[src/rtl/tqvp_prng_core_pkg.sv]
// Shared definitions for the TinyQV PRNG peripheral: register addresses,
// CTRL/CMD bit positions and the default LFSR polynomial and seed.
// Imported by the LFSR sub-module and the top.
package tqvp_prng_core_pkg;

   // Register map (4-bit bridge address)
   localparam logic [3:0] ADDR_CTRL    = 4'h0;
   localparam logic [3:0] ADDR_CMD     = 4'h1;
   localparam logic [3:0] ADDR_SEED0   = 4'h4;
   localparam logic [3:0] ADDR_SEED1   = 4'h5;
   localparam logic [3:0] ADDR_SEED2   = 4'h6;
   localparam logic [3:0] ADDR_SEED3   = 4'h7;
   localparam logic [3:0] ADDR_SNAP0   = 4'h8;
   localparam logic [3:0] ADDR_SNAP1   = 4'h9;
   localparam logic [3:0] ADDR_SNAP2   = 4'hA;
   localparam logic [3:0] ADDR_SNAP3   = 4'hB;
   localparam logic [3:0] ADDR_STEPCNT = 4'hC;
   localparam logic [3:0] ADDR_DIV     = 4'hD;

   // CTRL bits
   localparam int CTRL_EN  = 0;
   localparam int CTRL_MIX = 1;
   localparam int CTRL_OE  = 2;

   // CMD bits
   localparam int CMD_STEP = 0;
   localparam int CMD_LOAD = 1;
   localparam int CMD_SNAP = 2;

   // x^32 + x^22 + x^2 + x + 1, right-shifting Galois form
   localparam logic [31:0] DEF_TAPS       = 32'h8020_0003;
   localparam logic [31:0] DEF_RESET_SEED = 32'h0000_0001;

endpackage

[src/rtl/tqvp_prng_core_if.sv]
// Byte-wide register bus between the SPI register bridge and the PRNG.
// master = bridge (drives address/strobe/write data), slave = peripheral.
// Writes are single-cycle strobes; reads are combinational, no strobe.
interface tqvp_prng_core_if;
   logic [3:0] address;
   logic       data_write;
   logic [7:0] data_in;
   logic [7:0] data_out;

   modport master (output address, output data_write, output data_in, input data_out);
   modport slave  (input address, input data_write, input data_in, output data_out);
endinterface

[src/rtl/tqvp_prng_core_lfsr32.sv]
// 32-bit Galois LFSR state register with step, seed load and entropy mix.
// Latency: state updates on the edge after step/load; load beats step.
// No backpressure; state is forced to 1 whenever the next value would be 0.
// Ports: clk, rst_n, step, load, load_value[31:0], mix_bit, state[31:0].
module prng_lfsr32
   import tqvp_prng_core_pkg::*;
#(
   parameter logic [31:0] TAPS       = DEF_TAPS,
   parameter logic [31:0] RESET_SEED = DEF_RESET_SEED
) (
   input  logic        clk,
   input  logic        rst_n,
   input  logic        step,
   input  logic        load,
   input  logic [31:0] load_value,
   input  logic        mix_bit,
   output logic [31:0] state
);

   logic [31:0] state_nxt;

   always_comb begin
      state_nxt = state;
      if (load) begin
         state_nxt = load_value;
      end else if (step) begin
         state_nxt     = (state >> 1) ^ (state[0] ? TAPS : 32'h0);
         state_nxt[31] = state_nxt[31] ^ mix_bit;
      end
      // All-zero is a lock-up state for the LFSR; covers a zero seed as well
      // as a mixed step out of an (otherwise unreachable) zero state.
      if (state_nxt == 32'h0) begin
         state_nxt = 32'h1;
      end
   end

   always_ff @(posedge clk or negedge rst_n) begin
      if (!rst_n) begin
         state <= RESET_SEED;
      end else begin
         state <= state_nxt;
      end
   end

endmodule

[src/rtl/tqvp_prng_core.sv]
// TinyQV PRNG peripheral: register decode, free-run prescaler, snapshot, step counter.
// Latency: writes take effect on the strobe edge; data_out is combinational.
// No backpressure: every write strobe is accepted; reads have no side-effects.
// Ports: clk, rst_n, ui_in[7:0] (bit0 entropy), uo_out[7:0], bus (slave modport).
module tqvp_prng_core
   import tqvp_prng_core_pkg::*;
#(
   parameter logic [31:0] TAPS       = DEF_TAPS,
   parameter logic [31:0] RESET_SEED = DEF_RESET_SEED
) (
   input  logic                  clk,
   input  logic                  rst_n,
   input  logic [7:0]            ui_in,
   output logic [7:0]            uo_out,
   tqvp_prng_core_if.slave       bus
);

   logic [2:0]  ctrl;
   logic [7:0]  div;
   logic [7:0]  presc;
   logic [31:0] seed;
   logic [31:0] snap;
   logic [7:0]  stepcnt;
   logic [31:0] state;
   logic [7:0]  rd_dat;

   logic cmd_wr;
   logic cmd_step;
   logic cmd_load;
   logic cmd_snap;
   logic tick;
   logic step_req;
   logic step_applied;

   wire unused_ui = &{1'b0, ui_in[7:1]};

   assign cmd_wr   = bus.data_write && (bus.address == ADDR_CMD);
   assign cmd_step = cmd_wr && bus.data_in[CMD_STEP];
   assign cmd_load = cmd_wr && bus.data_in[CMD_LOAD];
   assign cmd_snap = cmd_wr && bus.data_in[CMD_SNAP];

   assign tick     = ctrl[CTRL_EN] && (presc == div);
   // A command step coinciding with a tick merges into one step; a seed load
   // suppresses the step entirely.
   assign step_req     = cmd_step || tick;
   assign step_applied = step_req && !cmd_load;

   prng_lfsr32 #(
      .TAPS       (TAPS),
      .RESET_SEED (RESET_SEED)
   ) u_lfsr (
      .clk        (clk),
      .rst_n      (rst_n),
      .step       (step_req),
      .load       (cmd_load),
      .load_value (seed),
      .mix_bit    (ctrl[CTRL_MIX] && ui_in[0]),
      .state      (state)
   );

   always_ff @(posedge clk or negedge rst_n) begin
      if (!rst_n) begin
         ctrl    <= 3'h0;
         div     <= 8'h00;
         presc   <= 8'h00;
         seed    <= 32'h0;
         snap    <= 32'h0;
         stepcnt <= 8'h00;
      end else begin
         if (bus.data_write) begin
            case (bus.address)
               ADDR_CTRL:  ctrl        <= bus.data_in[2:0];
               ADDR_SEED0: seed[7:0]   <= bus.data_in;
               ADDR_SEED1: seed[15:8]  <= bus.data_in;
               ADDR_SEED2: seed[23:16] <= bus.data_in;
               ADDR_SEED3: seed[31:24] <= bus.data_in;
               ADDR_DIV:   div         <= bus.data_in;
               default: ;
            endcase
         end

         if (bus.data_write && (bus.address == ADDR_DIV)) begin
            presc <= 8'h00;
         end else if (!ctrl[CTRL_EN] || tick) begin
            presc <= 8'h00;
         end else begin
            presc <= presc + 8'd1;
         end

         // Snapshot sees the pre-edge state; a step on the same edge is the
         // first step of the new counting window.
         if (cmd_snap) begin
            snap    <= state;
            stepcnt <= step_applied ? 8'd1 : 8'd0;
         end else if (step_applied && (stepcnt != 8'hFF)) begin
            stepcnt <= stepcnt + 8'd1;
         end
      end
   end

   assign uo_out = ctrl[CTRL_OE] ? state[7:0] : 8'h00;

   always_comb begin
      rd_dat = 8'h00;
      case (bus.address)
         ADDR_CTRL:    rd_dat = {5'b0, ctrl};
         ADDR_SEED0:   rd_dat = seed[7:0];
         ADDR_SEED1:   rd_dat = seed[15:8];
         ADDR_SEED2:   rd_dat = seed[23:16];
         ADDR_SEED3:   rd_dat = seed[31:24];
         ADDR_SNAP0:   rd_dat = snap[7:0];
         ADDR_SNAP1:   rd_dat = snap[15:8];
         ADDR_SNAP2:   rd_dat = snap[23:16];
         ADDR_SNAP3:   rd_dat = snap[31:24];
         ADDR_STEPCNT: rd_dat = stepcnt;
         ADDR_DIV:     rd_dat = div;
         default:      rd_dat = 8'h00;
      endcase
   end

   assign bus.data_out = rd_dat;

endmodule

[src/flat_wrapper.sv]
// flat-port wrapper written by rule: the top's interface ports become plain ports
module tqvp_prng_core_flat import tqvp_prng_core_pkg::*;
#(
   parameter logic [31:0] TAPS       = DEF_TAPS,
   parameter logic [31:0] RESET_SEED = DEF_RESET_SEED
)
  (clk, rst_n, ui_in, uo_out, bus_address, bus_data_write, bus_data_in, bus_data_out);
  tqvp_prng_core_if bus_i ();
  input  logic clk;
  input  logic rst_n;
  input  logic [7:0] ui_in;
  output logic [7:0] uo_out;
  input wire logic [$bits(bus_i.address)-1:0] bus_address;
  input wire logic [$bits(bus_i.data_write)-1:0] bus_data_write;
  input wire logic [$bits(bus_i.data_in)-1:0] bus_data_in;
  output wire logic [$bits(bus_i.data_out)-1:0] bus_data_out;
  assign bus_i.address = bus_address;
  assign bus_i.data_write = bus_data_write;
  assign bus_i.data_in = bus_data_in;
  assign bus_data_out = bus_i.data_out;
  tqvp_prng_core #(.TAPS(TAPS), .RESET_SEED(RESET_SEED)) u_core (.clk(clk), .rst_n(rst_n), .ui_in(ui_in), .uo_out(uo_out), .bus(bus_i));
endmodule
[config.mk]
export PLATFORM = sky130hd
export DESIGN_NAME = tqvp_prng_core_flat
export DESIGN_NICKNAME = d
export VERILOG_FILES = /design/src/rtl/tqvp_prng_core_pkg.sv /design/src/rtl/tqvp_prng_core_if.sv /design/src/rtl/tqvp_prng_core_lfsr32.sv /design/src/rtl/tqvp_prng_core.sv /design/src/flat_wrapper.sv
export SDC_FILE = /design/constraint.sdc
export NUM_CORES = 1
export LEC_CHECK = 0
export CAP_MARGIN = 20
export CELL_PAD_IN_SITES_DETAIL_PLACEMENT = 1
export CELL_PAD_IN_SITES_GLOBAL_PLACEMENT = 2
export CORE_UTILIZATION = 40
export DETAILED_ROUTE_END_ITERATION = 7
export GPL_TIMING_DRIVEN = 0
export PLACE_DENSITY = 0.81
export SETUP_SLACK_MARGIN = 0.1
export SYNTH_ARGS = -nofsm -noshare
export SYNTH_HDL_FRONTEND = slang
export SYNTH_SLANG_ARGS = --single-unit
[constraint.sdc]
create_clock -name clk -period 4.46 [get_ports clk]
set_input_delay 0.669 -clock clk [delete_from_list [all_inputs] [get_ports clk]]
set_output_delay 0.669 -clock clk [all_outputs]
set_load 0.05 [all_outputs]
---- Word level (Yosys, flattened, before mapping) ----
Index checks and enable logic that the tools add are counted.
cells by class
  bitwise gates (word level) .............. 2
  multiply operators ...................... 0
  add/subtract/negate cells ............... 2
  shift operators ......................... 0
  equal/unequal tests ..................... 13
  reductions and logical operators ........ 22
  muxes and demuxes ....................... 11
  magnitude comparators ................... 0
  divide/modulo/power cells ............... 0
operators with widths
  kind                   count
  $mux W32               4
  $pmux W8 S11           1
  $mux W8                5
  $logic_not A32 Y1      1
  $xor A31 B32 Y32       1
  $eq A4 B4 Y1 const B   6
  $add A8 B1 Y8 const B  2
  $eq A4 B3 Y1 const B   4
  $reduce_and A2 Y1      6
  $logic_and A1 B1 Y1    9
  $eq A8 B8 Y1           1
  $ne A8 B8 Y1 const B   1
  $eq A4 B1 Y1 const B   1
  $logic_not A4 Y1       1
  $logic_not A1 Y1       2
  $logic_or A1 B1 Y1     2
  $reduce_bool A2 Y1     1
  $mux W1                1
  $xor A1 B1 Y1          1
word-level totals
  memory bits (writable) .................. 0
  word-level logic and storage cells ...... 60
  register bits after elaboration ......... 123
  memories kept ........................... 0
  input bits .............................. 23
  latch bits .............................. 0
  output and inout bits ................... 16
  ROM bits ................................ 0

---- Depth between registers and ports, before layout ----
  depth in word-level cells ............... 8
  depth in mapped cells ................... 11
  gate-level depth less buffers ........... 9

---- Cells and area by module ----
From an unflattened synthesis, not the netlist that was laid out.
unflattened totals
  cell total of the unflattened synthesis .. 618
  area, all modules ....................... 6,194.7 sq um
modules (own cells, without submodules)
  module          cells an instance  sequential area each (sq um)  area an instance (sq um)  times used
  tqvp_prng_core  464                2,277.2                       4,633.2                   1
  prng_lfsr32     154                802.0                         1,561.5                   1

---- Worst setup path before layout ----
No wires, ideal clock.
  path kind ............................... input to output
  from .................................... in bus_address[2]
  to ...................................... out bus_data_out[0]
  arrival time ............................ 2.814 ns
  required time ........................... 3.791 ns
  cell stages on the path ................. 7
  slack ................................... 0.977 ns
  path buffers ............................ 3
  cells stage by stage .................... buf_2 buf_1 buf_1 mux2i_1 nor3_1 a21oi_1 o21ai_0
on the way
  longest elaborated chain between the ends .. 2
  elaborated cells on any way between the ends .. 12
  classes of those cells .................. eq/ne (10); mux (1); reduce/logical (1)
RTL lines
  what                                  line                   text
  from (decl)                           flat_wrapper.sv:13     input wire logic [$bits(bus_i.address)-1:0] bus_address;
  $eq A4 B4 Y1 (tied with other cells)  tqvp_prng_core.sv:105  case (bus.address)
  $pmux W8 S11 *                        tqvp_prng_core.sv:105
  to (decl)                             flat_wrapper.sv:16     output wire logic [$bits(bus_i.data_out)-1:0] bus_data_out;
Every way passes the cells marked *; elsewhere a longest branch is shown, timed or not.

---- Final worst setup path ----
  from .................................... in bus_address[1]
  to ...................................... out bus_data_out[1]
The elaborated chain is that of the path after synthesis.

==> impl_metrics.json <==
{
  "fmax_mhz": 238,
  "final.min_clock_period_ps": 4210,
  "rsz0062_at_grt": "no",
  "grt_max_degree": 78,
  "hold_ws_ps": 180,
  "die_y_um": 126,
  "clock_sinks": 123,
  "p_comb_share_pct": 24.3,
  "h-tree-depth": 4,
  "cts_root_buf": "clkbuf_16",
  "drt_iter0_drc": 357,
  "drive_gt1_share_pct": 16.4,
  "regToRegStartpoint": "u_core.presc[5]",
  "fin_crit_sh_pct": 94.3,
  "tightest_slew_ps": 960,
  "drtPass1Iterations": 7,
  "drc": 3,
  "grt_usage_pct": 28.8,
  "clk_latency_ps": 420,
  "synthDistinctLibCells": 54,
  "pwr-share-seq_pct": 42.0,
  "finalHoldViolations": 0,
  "rrSetupSlack_ps": 820,
  "routabilityCongestion": 0.927,
  "first_global_vias": 5171,
  "powerDensity_nw_per_um2": 605,
  "fin_nets": 670,
  "antenna_left": 0,
  "status": "complete, but fails checks",
  "synth_fp_nets": 620,
  "regToRegEndpoint": "u_core.u_lfsr.state[0]",
  "pin_count": 39,
  "synth_common_cells": "dfrtp_1, nand2_1, mux2_2",
  "wl_um": 21300,
  "multiInputGateArea_um2": 2840,
  "crit_path_max_fanout": 10,
  "maxCapViolations": 0,
  "seqCellArea_um2": 3080,
  "yosysTopAreaCell": "dfrtp_1",
  "grt_pass1_wl_um": 32700,
  "clockBufferDepth": 2,
  "leakagePower_nw": 3.17,
  "pwr-share-clk_pct": 33.6,
  "r2r_cells": 10,
  "die_x_um": 126,
  "dominantRegCellSynth": "dfrtp_1",
  "ir_drop_v": 0.000314,
  "syn-cell-area_um2": 6110,
  "syn_inst": 595,
  "hpwl_um": 15600,
  "hold_buffers": 0,
  "syn_avg_cell_area_um2": 10.3,
  "switching_share_pct": 33.8,
  "start_kind": "input port",
  "p_int_mw": 2.92,
  "startpoint": "bus_address[1]",
  "cts_buffers": 17,
  "fillerInstances": 1616,
  "io_buffers": 29,
  "setup_viol": 0,
  "required_ps": 3790,
  "layout-area-overhead-vs-synth_pct": 19.5,
  "switchingPower_mw": 1.49,
  "finalMaxSlewViolations": 0,
  "wl_per_cell_um": 25.3,
  "dieArea_um2": 15800,
  "diodes": 0,
  "power_mw": 4.41,
  "dp_slack_ps": -117,
  "endpoint_kind": "output port",
  "clk_pin_slew_ps": 50,
  "cp-endpoint": "bus_data_out[1]",
  "fin_skew_ps": 9.11,
  "routed_via_density": 5.97,
  "yosysTopAreaCellShare_pct": 50.0,
  "synth_seq_area_share_pct": 50.4,
  "cts_tree": "yes",
  "violations": "DRC",
  "ys_top_cells_by_area": "dfrtp_1, mux2_2, nand2_1",
  "num_rows": 44,
  "coreArea_um2": 14700,
  "slew_headroom_pct": 35.4,
  "worst_hold_path_type": "in2async",
  "async_flop_share_pct": 100,
  "synth-edff-count": 0,
  "arrival_ps": 3540,
  "yosys_warnings": 0,
  "synth_most_common_cell": "dfrtp_1",
  "post_cts_buffers": 0,
  "initial_core_util_pct": 41.5,
  "worstSetupPathType": "in2out",
  "ys_ff_latch": 123,
  "final.setup.worst_slack_ps": 252,
  "grt_overflow_total": 0,
  "vias": 5023,
  "antenna_found_initial": 0
}
[state kept, by name (all words and copies together), names as in the netlist]
name	count
u_core.ctrl	3
u_core.div	8
u_core.presc	8
u_core.seed	32
u_core.snap	32
u_core.stepcnt	8
u_core.u_lfsr.state	32
[final cells by class]
type	count	share of cell area (%)
Sequential cell	123	42.2
Multi-Input combinational cell	430	39.0
Clock buffer	18	6.02
Timing Repair Buffer	31	4.41
Tap cell	184	3.16
Clock inverter	14	2.66
Buffer	36	2.28
Inverter	6	0.309
[routing by layer]
metal	track usage, %	part of all wire, %	vias up	wire [um]
met1	39.3	45	2597	9560
met5	0	0	-	0
met4	11.1	2.9	0	617
met3	5.52	4.7	36	1010
met2	45.4	48	144	10100
li1	-	-	2246	-
[through the flow]
stage	utilization, %	std cells	TNS (ps)	area (um2)
3_5_place_dp	45.3	810	-358	6660
3_3_place_gp	45.1	808	-254210	6630
4_1_cts	49.6	842	0	7290
6_report	49.6	842	0	7300
2_1_floorplan	-	595	0	6110
5_1_grt	49.6	842	0	7300
[cell usage in the layout (no fill, tap or decap), drive strengths merged, types with 5 or more instances in the layout]
| master | Yosys | layout |
|---|---|---|
| nor2 | 47 | 47 |
| clkbuf | 20 | 39 |
| mux2 | 48 | 48 |
| nor2b | 6 | 6 |
| inv | 6 | 8 |
| a22o | 7 | 7 |
| o21ai | 14 | 14 |
| nor4 | 5 | 5 |
| nor3 | 5 | 5 |
| clkdlybuf4s50 | 0 | 26 |
| or3 | 7 | 7 |
| buf | 16 | 18 |
| a21oi | 13 | 13 |
| nand3 | 12 | 12 |
| a22oi | 9 | 9 |
| and2 | 9 | 9 |
| nand2 | 117 | 117 |
| dfrtp | 122 | 122 |
| clkinvlp | 0 | 5 |
| o32ai | 6 | 6 |
| a32oi | 6 | 6 |
| mux2i | 8 | 8 |
| o21a | 18 | 18 |
| a32o | 5 | 5 |
| xor2 | 20 | 20 |
| o32a | 18 | 18 |
[power by group through the flow]
stage / Clock (mW) / Combinational [mW] / Sequential [mW]
6_report: 1.48 / 1.07 / 1.85
4_1_cts: 1.50 / 1.08 / 1.85
3_5_place_dp: 0 / 1.06 / 1.86
5_1_grt: 1.55 / 1.17 / 1.89
3_3_place_gp: 0 / 1.03 / 1.85
2_1_floorplan: 0 / 0.787 / 1.67
[cell families (layout without fill, tap and decap cells)]
| kind of cell | Yosys count | in the layout | synth area share (%) |
|---|---|---|---|
| DFF | 123 | 123 | 50.4 |
| adders and majority gates | 2 | 2 | 0.410 |
| muxes | 56 | 56 | 10.2 |
| xor gates and xnor gates | 24 | 24 | 3.44 |
| buffers and inverters | 42 | 105 | 3.03 |
| AOI/OAI and AO/OA | 122 | 122 | 15.8 |
| and+or+nand+nor | 226 | 226 | 16.7 |
[critical path: stages]
cell and delay (ps):
clkdlybuf4s50_1 540, clkbuf_2 300, buf_2 330, clkbuf_1 410
a31oi_1 140, o221ai_1 280, clkdlybuf4s50_1 860
[what timing repair did]
| item | in CTS | in global routing |
|---|---|---|
| endpoints found under the hold margin | 0 | 0 |
| gates resized for setup | 3 | 4 |
| endpoints found under the setup margin | 5 | 3 |
[worst min-delay path by stage]
stage | from | to | slack, ps | cells past startpoint
after floorplan | rst_n | u_core.ctrl[0] | 370 | 0
after global placement | u_core.snap[15] | u_core.snap[15] | 460 | 2
after detailed placement | u_core.snap[24] | u_core.snap[24] | 460 | 2
after CTS | rst_n | u_core.stepcnt[2] | 190 | 1
after global routing | rst_n | u_core.stepcnt[2] | 210 | 1
final | rst_n | u_core.stepcnt[2] | 180 | 1
Power figures use the tool's default switching activity.
